## src/rtl/div_unit_pkg.sv

```systemverilog
// rtl/div_unit_pkg.sv - div_unit state encodings, iteration count and operand magnitude helper
package div_unit_pkg;

  typedef enum logic [1:0] {
    DIV_IDLE   = 2'd0,
    DIV_BYZERO = 2'd1,
    DIV_ON     = 2'd2,
    DIV_END    = 2'd3
  } div_state_e;

  localparam int DIV_ITER = 32;

  // Two's-complement magnitude when signed; 0x80000000 maps to itself as an unsigned value.
  function automatic logic [31:0] mag32(input logic [31:0] v, input logic is_signed);
    return (is_signed && v[31]) ? (~v + 32'd1) : v;
  endfunction

endpackage

```

## src/rtl/div_unit.sv

```systemverilog
// rtl/div_unit.sv - multi-cycle radix-2 restoring divider for DIV/DIVU (optional DIV_EARLY_OUT_EN)
module div_unit
  import div_unit_pkg::*;
(
  input  logic        clk,
  input  logic        rst,
  input  logic        signed_i,
  input  logic [31:0] dividend_i,
  input  logic [31:0] divider_i,
  input  logic        start_i,
  input  logic        cancel_i,
  output logic [63:0] result_o,
  output logic        success_o
);

  div_state_e  state, state_next;
  logic [5:0]  cnt;
  logic [31:0] dvd, dsr, rem, quo;
  logic        dvd_neg, dsr_neg, sgn;
  logic [32:0] trial;
  logic [31:0] rem_step, quo_step, rem_fix, quo_fix;
  logic [31:0] dvd_mag, dsr_mag;
  logic        early_out;
  logic        last_iter;

  always_comb begin
    dvd_mag = mag32(dividend_i, signed_i);
    dsr_mag = mag32(divider_i, signed_i);
`ifdef DIV_EARLY_OUT_EN
    early_out = (dvd_mag < dsr_mag);
`else
    early_out = 1'b0;
`endif
    trial = {rem, dvd[31]} - {1'b0, dsr};
    if (!trial[32]) begin
      rem_step = trial[31:0];
      quo_step = {quo[30:0], 1'b1};
    end else begin
      rem_step = {rem[30:0], dvd[31]};
      quo_step = {quo[30:0], 1'b0};
    end
    quo_fix   = (sgn && (dvd_neg ^ dsr_neg)) ? (~quo_step + 32'd1) : quo_step;
    rem_fix   = (sgn && dvd_neg) ? (~rem_step + 32'd1) : rem_step;
    last_iter = (cnt == 6'(DIV_ITER - 1));
  end

  always_comb begin
    state_next = state;
    success_o  = (state == DIV_END);
    case (state)
      DIV_IDLE: begin
        if (start_i) begin
          if (divider_i == 32'd0) state_next = DIV_BYZERO;
          else if (early_out)     state_next = DIV_END;
          else                    state_next = DIV_ON;
        end
      end
      DIV_BYZERO: state_next = DIV_END;
      DIV_ON:     if (last_iter) state_next = DIV_END;
      DIV_END:    if (!start_i) state_next = DIV_IDLE;
      default:    state_next = DIV_IDLE;
    endcase
    if (cancel_i) state_next = DIV_IDLE;
  end

  always_ff @(posedge clk) begin
    if (rst) begin
      state    <= DIV_IDLE;
      result_o <= 64'd0;
      cnt      <= 6'd0;
      dvd      <= 32'd0;
      dsr      <= 32'd0;
      rem      <= 32'd0;
      quo      <= 32'd0;
      dvd_neg  <= 1'b0;
      dsr_neg  <= 1'b0;
      sgn      <= 1'b0;
    end else begin
      state <= state_next;
      if (cancel_i) begin
        result_o <= 64'd0;
      end else begin
        case (state)
          DIV_IDLE: begin
            if (start_i && divider_i != 32'd0) begin
              if (early_out) begin
                // Remainder keeps the dividend exactly as presented, sign included.
                result_o <= {dividend_i, 32'd0};
              end else begin
                dvd     <= dvd_mag;
                dsr     <= dsr_mag;
                rem     <= 32'd0;
                quo     <= 32'd0;
                cnt     <= 6'd0;
                dvd_neg <= dividend_i[31];
                dsr_neg <= divider_i[31];
                sgn     <= signed_i;
              end
            end
          end
          DIV_BYZERO: result_o <= 64'd0;
          DIV_ON: begin
            rem <= rem_step;
            quo <= quo_step;
            dvd <= {dvd[30:0], 1'b0};
            cnt <= cnt + 6'd1;
            if (last_iter) result_o <= {rem_fix, quo_fix};
          end
          default: ;
        endcase
      end
    end
  end

endmodule

```

## config.mk

```make
export PLATFORM = sky130hd
export DESIGN_NAME = div_unit
export DESIGN_NICKNAME = d
export VERILOG_FILES = /design/src/rtl/div_unit_pkg.sv /design/src/rtl/div_unit.sv
export SDC_FILE = /design/constraint.sdc
export NUM_CORES = 1
export LEC_CHECK = 0
export CAP_MARGIN = 25
export CORE_MARGIN = 2
export CORE_UTILIZATION = 45
export DETAILED_ROUTE_END_ITERATION = 7
export PLACE_DENSITY = 0.69
export SLEW_MARGIN = 20
export SYNTH_ARGS = -nofsm -noshare
export SYNTH_HDL_FRONTEND = slang
export SYNTH_SLANG_ARGS = --single-unit
```

## constraint.sdc

```tcl
create_clock -name clk -period 5.3 [get_ports clk]
set_input_delay 1.06 -clock clk [delete_from_list [all_inputs] [get_ports clk]]
set_output_delay 1.06 -clock clk [all_outputs]
set_load 0.01 [all_outputs]
```

==> flow_metrics.tcl <==
set metrics [dict create \
    outcome "finished, final reports clean" \
    fmax_mhz 211 \
    firstDrtPassIters 6 \
    fin_cells 2122 \
    fin_tns_setup_ns 0 \
    cap_violations 0 \
    drt-initial-drc-count 1056 \
    cp_common_cell "inv_1" \
    grt_max_degree 75 \
    fin_nets 1837 \
    dp_slack_ns 0.476 \
    leakage_uw 0.00558 \
    start_util_pct 45.7 \
    syn_inst 1649 \
    synth_area_per_cell_um2 7.70 \
    r2r-end "result_o[56]" \
    critPathTopFamily "compound AO/OA/AOI/OAI gates" \
    timing.rr.start "dvd[31]" \
    die-area_um2 29600 \
    whs_ns 0.449 \
    clkLatencyLatePin_ns 0.52 \
    synth_nets 1759 \
    clkSlewWorstSetupHoldPaths_ns 0.06 \
    seq_area_frac_synth_pct 31.8 \
    synth_edf_count 0 \
    drive_above_1_share_pct 5.73 \
    cp_slowest_stage_delay_ns 0.50 \
    clkSinkCount 202 \
    cts_resized 0 \
    reg2reg_depth 23 \
    path_cells "inv_1 > ha_1 > inv_1 > fa_1 > a211oi_2 > o31ai_4 > o21ai_2 > a211oi_4 > o21a_2 > nor2_4 > inv_2 > buf_4 > nand2_1 > o21ai_0 > inv_1 > ha_1 > nand3_1 > a2111oi_0 > a41oi_2 > nor2_1 > a21oi_1 > xnor2_1 > o21ai_0" \
    antenna_found_initial 1 \
    core_um2 27800 \
    most-common-layout-cells "nor2_1 (245), dfxtp_1 (202), nand2_1 (146), clkdlybuf4s50_1 (132), a21oi_1 (98)" \
    slowest_stage "a2111oi_0" \
    diodes 0 \
    hold_start "result_o[23]" \
    required_ns 5.67 \
    rows 61 \
    drc 0 \
    grt_pass1_vias 11300 \
    synth_area_um2 12700 \
    muxShareOfSynthArea_pct 1.95 \
    syn_to_final_growth_pct 19.3 \
    worstHoldPathType "reg2reg" \
    grt-ovfl-total 0 \
    worst_slack_ns 0.552 \
    min_to "result_o[23]" \
    fin_util_pct 54.5 \
    numCtsBuffers 24 \
    setup_violations 0 \
    final.setup_skew_ns 0.00875 \
    grt_pass1_wl_um 58200 \
    nFillCells 2667 \
    worstMarginPinSlew_ns 0.809 \
    synthAdderAreaFrac_pct 4.10 \
    async_flop_share_pct 0 \
    ctsLongestPathBuffers 3 \
    place_inst 2078 \
    ys_ff_latch 202 \
    cts_tree "done" \
    numPortBuffers 133 \
    gp_congestion 0.922 \
    dp_hpwl_um 26500 \
    final_common_cell "nor2_1" \
    crit_cells 23 \
    htreeDepth 1 \
    synth_top_family_by_area "compound AO/OA/AOI/OAI gates" \
    start_kind "flop" \
    powerDensity_nw_per_um2 269 \
    r2r_setup_slack_ns 0.55 \
    die_h_um 172 \
    vias 12300 \
    critPathKind "reg2reg" \
    yosys.area_share.simple_pct 22.6 \
    cts_root_buffer "clkbuf_16" \
    layout_min_cycle_time_ns 4.75 \
    hold_buffers 0 \
    post_cts_buffers 0 \
    critical_path.max_fanout 15 \
    endpoint_kind "flop" \
    wl_um 35800 \
    critPathArrivalTime_ns 5.12 \
    synth-xor-area-share_pct 9.38 \
    synth_cell_types 80 \
    max-slew-margin-rel_pct 46.0 \
    hold_depth 2 \
    globalRouteTotalUtil_pct 23.9 \
    rsz0062_at_grt "no" \
    routed_via_density 5.78 \
    seqCellArea_um2 4040 \
    detail-route-antenna-nets 0 \
    fp.dieW_um 172 \
    avgRoutedWirePerCell_um 16.9 \
    num_io_pins 134 \
    final_max_slew_viol_count 0 \
    hold_violations 0 \
    yosys_warnings 0 \
    min_period_over_period_pct 89.6 \
    synth-compound-area-share_pct 25.1 \
    synth-main-ff-cell "dfxtp_1" \
    critPathBufInv 5 \
    vdd_drop_max_mv 0.220 \
    multi_input_area_um2 8040 \
]
==> through the flow <==
step	total power (µW)	instance area (µm²)
6_report	4080	15200
5_1_grt	4240	15200
4_1_cts	4100	15100
3_5_place_dp	2350	14300
3_3_place_gp	2340	14300
2_1_floorplan	2130	12700
==> where the power goes <==
part           total, µW  switching (µW)  internal [µW]
registers           1580            23.0           1560
logic                745             468            277
clock network       1750             641           1110
total               4080            1130           2940
==> tightest hold or removal path, delay by kind of cell (launching register included) <==
kind | cells | cell delay [ns]
and+or+nand+nor | 1 | 0.04
AOI/OAI and AO/OA | 1 | 0.05
DFF | 1 | 0.32
==> final cells by class <==
cell class / count / share of cell area [%]
Clock inverter: 7 / 0.892
Timing Repair Buffer: 155 / 10.2
Inverter: 57 / 1.41
Sequential cell: 202 / 26.7
Tap cell: 378 / 3.12
Multi-Input combinational cell: 1287 / 53.1
Clock buffer: 36 / 4.67
==> cell families after synthesis <==
family          Yosys count
compound gates          467
xor+xnor                136
fa+ha+maj                41
buf+inv                 160
flops                   202
mux                      24
simple gates            619
==> worst max-delay path by stage <==
| stage | from | endpoint | slack (ns) |
|---|---|---|---|
| 4_1_cts | dvd[31] | result_o[56] | 0.60 |
| 3_5_place_dp | divider_i[0] | quo[10] | 0.48 |
| 5_1_grt | dvd[31] | result_o[56] | 0.03 |
| 2_1_floorplan | dvd[31] | result_o[62] | 0.86 |
| 6_report | dvd[31] | result_o[56] | 0.55 |
| 3_3_place_gp | divider_i[0] | quo[28] | 0.53 |
==> flip-flops by register name, indices dropped and copies added (netlist names) <==
| name | flops |
|---|---|
| cnt | 6 |
| dsr | 32 |
| dsr_neg | 1 |
| dvd | 32 |
| dvd_neg | 1 |
| quo | 31 |
| rem | 32 |
| result_o | 64 |
| sgn | 1 |
| state | 2 |
==> per-layer routing <==
metal	share of wire (%)	wire length [µm]	vias to the layer above	track usage [%]
met5	0	0	-	0
met4	3.2	1130	0	7.71
met3	4.9	1750	62	2.29
met2	46	16300	366	39.5
met1	46	16600	5717	32.9
li1	-	-	6113	-
==> synth_stat cells (6+ instances only) <==
cell type | n | share of area, %
a211oi_1 | 45 | 2.7
a21o_1 | 14 | 0.83
a21oi_1 | 98 | 3.9
a221oi_1 | 17 | 1.2
a222oi_1 | 13 | 1.0
a22oi_1 | 85 | 5.0
a311oi_1 | 6 | 0.41
a31oi_1 | 13 | 0.64
and2_1 | 10 | 0.49
and3_1 | 13 | 0.64
buf_2 | 22 | 0.87
clkbuf_1 | 74 | 2.2
dfxtp_1 | 202 | 32
ha_1 | 40 | 3.9
inv_1 | 55 | 1.6
mux2_2 | 6 | 0.53
mux2i_1 | 18 | 1.4
nand2_1 | 146 | 4.3
nand2b_1 | 12 | 0.59
nand3_1 | 28 | 1.1
nand4_1 | 17 | 0.84
nor2_1 | 247 | 7.3
nor3_1 | 60 | 2.4
nor4_1 | 16 | 0.79
o211ai_1 | 6 | 0.35
o21ai_0 | 94 | 3.7
o21ai_1 | 7 | 0.28
o31ai_1 | 20 | 1.2
or3_1 | 25 | 1.2
or4_1 | 11 | 0.65
xnor2_1 | 69 | 4.8
xor2_1 | 67 | 4.6
Power figures use the tool's default switching activity.
==> patch: new RTL, config.mk and constraints unchanged <==
Put one more register stage on the output `result_o`. The value now appears one clock later. The other outputs are not delayed to match.
--- a/src/rtl/div_unit.sv
+++ b/src/rtl/div_unit.sv
@@ -12,6 +12,8 @@
   output logic [63:0] result_o,
   output logic        success_o
 );
+
+  logic [63:0] result_s0;
 
   div_state_e  state, state_next;
   logic [5:0]  cnt;
@@ -66,7 +68,7 @@
   always_ff @(posedge clk) begin
     if (rst) begin
       state    <= DIV_IDLE;
-      result_o <= 64'd0;
+      result_s0 <= 64'd0;
       cnt      <= 6'd0;
       dvd      <= 32'd0;
       dsr      <= 32'd0;
@@ -78,14 +80,14 @@
     end else begin
       state <= state_next;
       if (cancel_i) begin
-        result_o <= 64'd0;
+        result_s0 <= 64'd0;
       end else begin
         case (state)
           DIV_IDLE: begin
             if (start_i && divider_i != 32'd0) begin
               if (early_out) begin
                 // Remainder keeps the dividend exactly as presented, sign included.
-                result_o <= {dividend_i, 32'd0};
+                result_s0 <= {dividend_i, 32'd0};
               end else begin
                 dvd     <= dvd_mag;
                 dsr     <= dsr_mag;
@@ -98,13 +100,13 @@
               end
             end
           end
-          DIV_BYZERO: result_o <= 64'd0;
+          DIV_BYZERO: result_s0 <= 64'd0;
           DIV_ON: begin
             rem <= rem_step;
             quo <= quo_step;
             dvd <= {dvd[30:0], 1'b0};
             cnt <= cnt + 6'd1;
-            if (last_iter) result_o <= {rem_fix, quo_fix};
+            if (last_iter) result_s0 <= {rem_fix, quo_fix};
           end
           default: ;
         endcase
@@ -112,5 +114,9 @@
     end
   end
 
+  always_ff @(posedge clk) begin
+    result_o <= result_s0;
+  end
+
 endmodule
 
Check against the original RTL: not settled (the Yosys comparison gave no result); the edit may change what the design does.
==> patch against the original RTL <==
Total power rose by 20%. Sequential power is 30% higher. Routed wire length increased by 5.1%. Highest routed layer unchanged. First-iteration DRC count is 1.2% lower. Clock skew rose by 0.011 ns. Sequential cell count grew 64. Count of clock-buffer cells in the layout fell by 4. Setup slack worse by 0.11 ns. Final area is 10% higher. Worst hold slack lost 0.097 ns. Area after synthesis rose by 11%.
==> patch: results (changes against the original RTL) <==
Yosys
  • Syn_nets: 1922 (was 1759)
  • Share of the synthesized area in the top cell type: 37.83% (was 31.84%)
  • Most common library cells after synthesis: 266 x dfxtp_1, 256 x nand2_1, 206 x nor2_1 (was 247 x nor2_1, 202 x dfxtp_1, 146 x nand2_1)
  • Post-synthesis cell type count: 75 (was 80)
  • Top area cells in the synthesized netlist: dfxtp_1 38%, nand2_1 6.8%, a21oi_1 6.2% (was dfxtp_1 32%, nor2_1 7.3%, a22oi_1 5.0%)

Worst setup path
  • Worst setup path endpoint: result_s0[56] (was result_o[56])
  • Critical Path Max Stage Delay: 0.47 ns (was 0.50 ns)
  • Top delay family on crit path: simple AND/OR/NAND/NOR gates (was compound AO/OA/AOI/OAI gates)
  • Critical path fanouts, max: 6 (was 15)
  • R2R setup slack: 0.45 ns (was 0.55 ns)

Detailed routing
  • Initial DRC count: 1043 (was 1056)
  • First-pass DRT Iterations: 5 (was 6)
  • DR vias/cell: 5.538 (was 5.777)
  • Final wirelength: 37650 um (was 35820 um)

Power and ir drop
  • Pwr dens: 293.3 mW/mm2 (was 269.0 mW/mm2)
  • VDD IR max: 0.2673 mV (was 0.2205 mV)
  • Leakage power: 5.962 nW (was 5.582 nW)
  • Final Power: 4.891 mW (was 4.077 mW)
  • Power share of the sequential group: 42.1% (was 38.8%)
  • Sw frac: 28.19% (was 27.76%)

Placement
  • DP Wirelength: 27400 um (was 26500 um)
  • Post-DP Area: 0.01567 mm2 (was 0.01430 mm2)

Finish
  • Filler cells: 2856 (was 2667)
  • Clock buf count: 32 (was 36)
  • Fin nets: 2001 (was 1837)
  • Reg area: 0.005325 mm2 (was 0.004044 mm2)
  • Multi-input comb cells: 1383 (was 1287)

Clock tree
  • Clk Latency, worst-skew pair: 0.57 ns (was 0.52 ns)
  • TritonCTS buffer count: 28 (was 24)

Min path
  • Hold Path Sink: result_o[63] (was result_o[23])

STA
  • Min Hold Slack: 0.3523 ns (was 0.4490 ns)
  • Slew @ Worst Pin: 0.8829 ns (was 0.8089 ns)

Global route
  • Pin count of the biggest net entering global routing: 99 (was 75)
  • Number of global-route vias before repair: 11.87k (was 11.33k)

Outcome
  • Status: finished, final reports clean (unchanged)
[patch: cell types whose count changed after synthesis, sizes merged, moves of 10 or more]
cell | before | now
o21ai | 102 | 124
xnor2 | 69 | 79
nor2 | 249 | 207
a222oi | 13 | 1
a221oi | 17 | 1
nand3 | 28 | 59
dfxtp | 202 | 266
a22oi | 85 | 38
nor3 | 64 | 33
a21oi | 99 | 180
nand2 | 146 | 257
[patch: cell families (layout without fill, tap and decap cells)]
family	after synthesis	after routing	synth area share, %
buf+inv	163	264	4.684
flops	266	266	37.83
xor+xnor	138	138	8.587
simple gates	678	678	21.52
fa+ha+maj	41	41	3.698
mux	19	19	1.351
compound gates	507	507	22.33
[patch: metal layers]
layer	track usage [%]	part of all wire, %	vias to the layer above
met5	0	0	-
met4	5.000	1.6	0
met3	2.882	6.6	40
met2	34.02	42	415
met1	33.95	49	5823
li1	-	-	6509
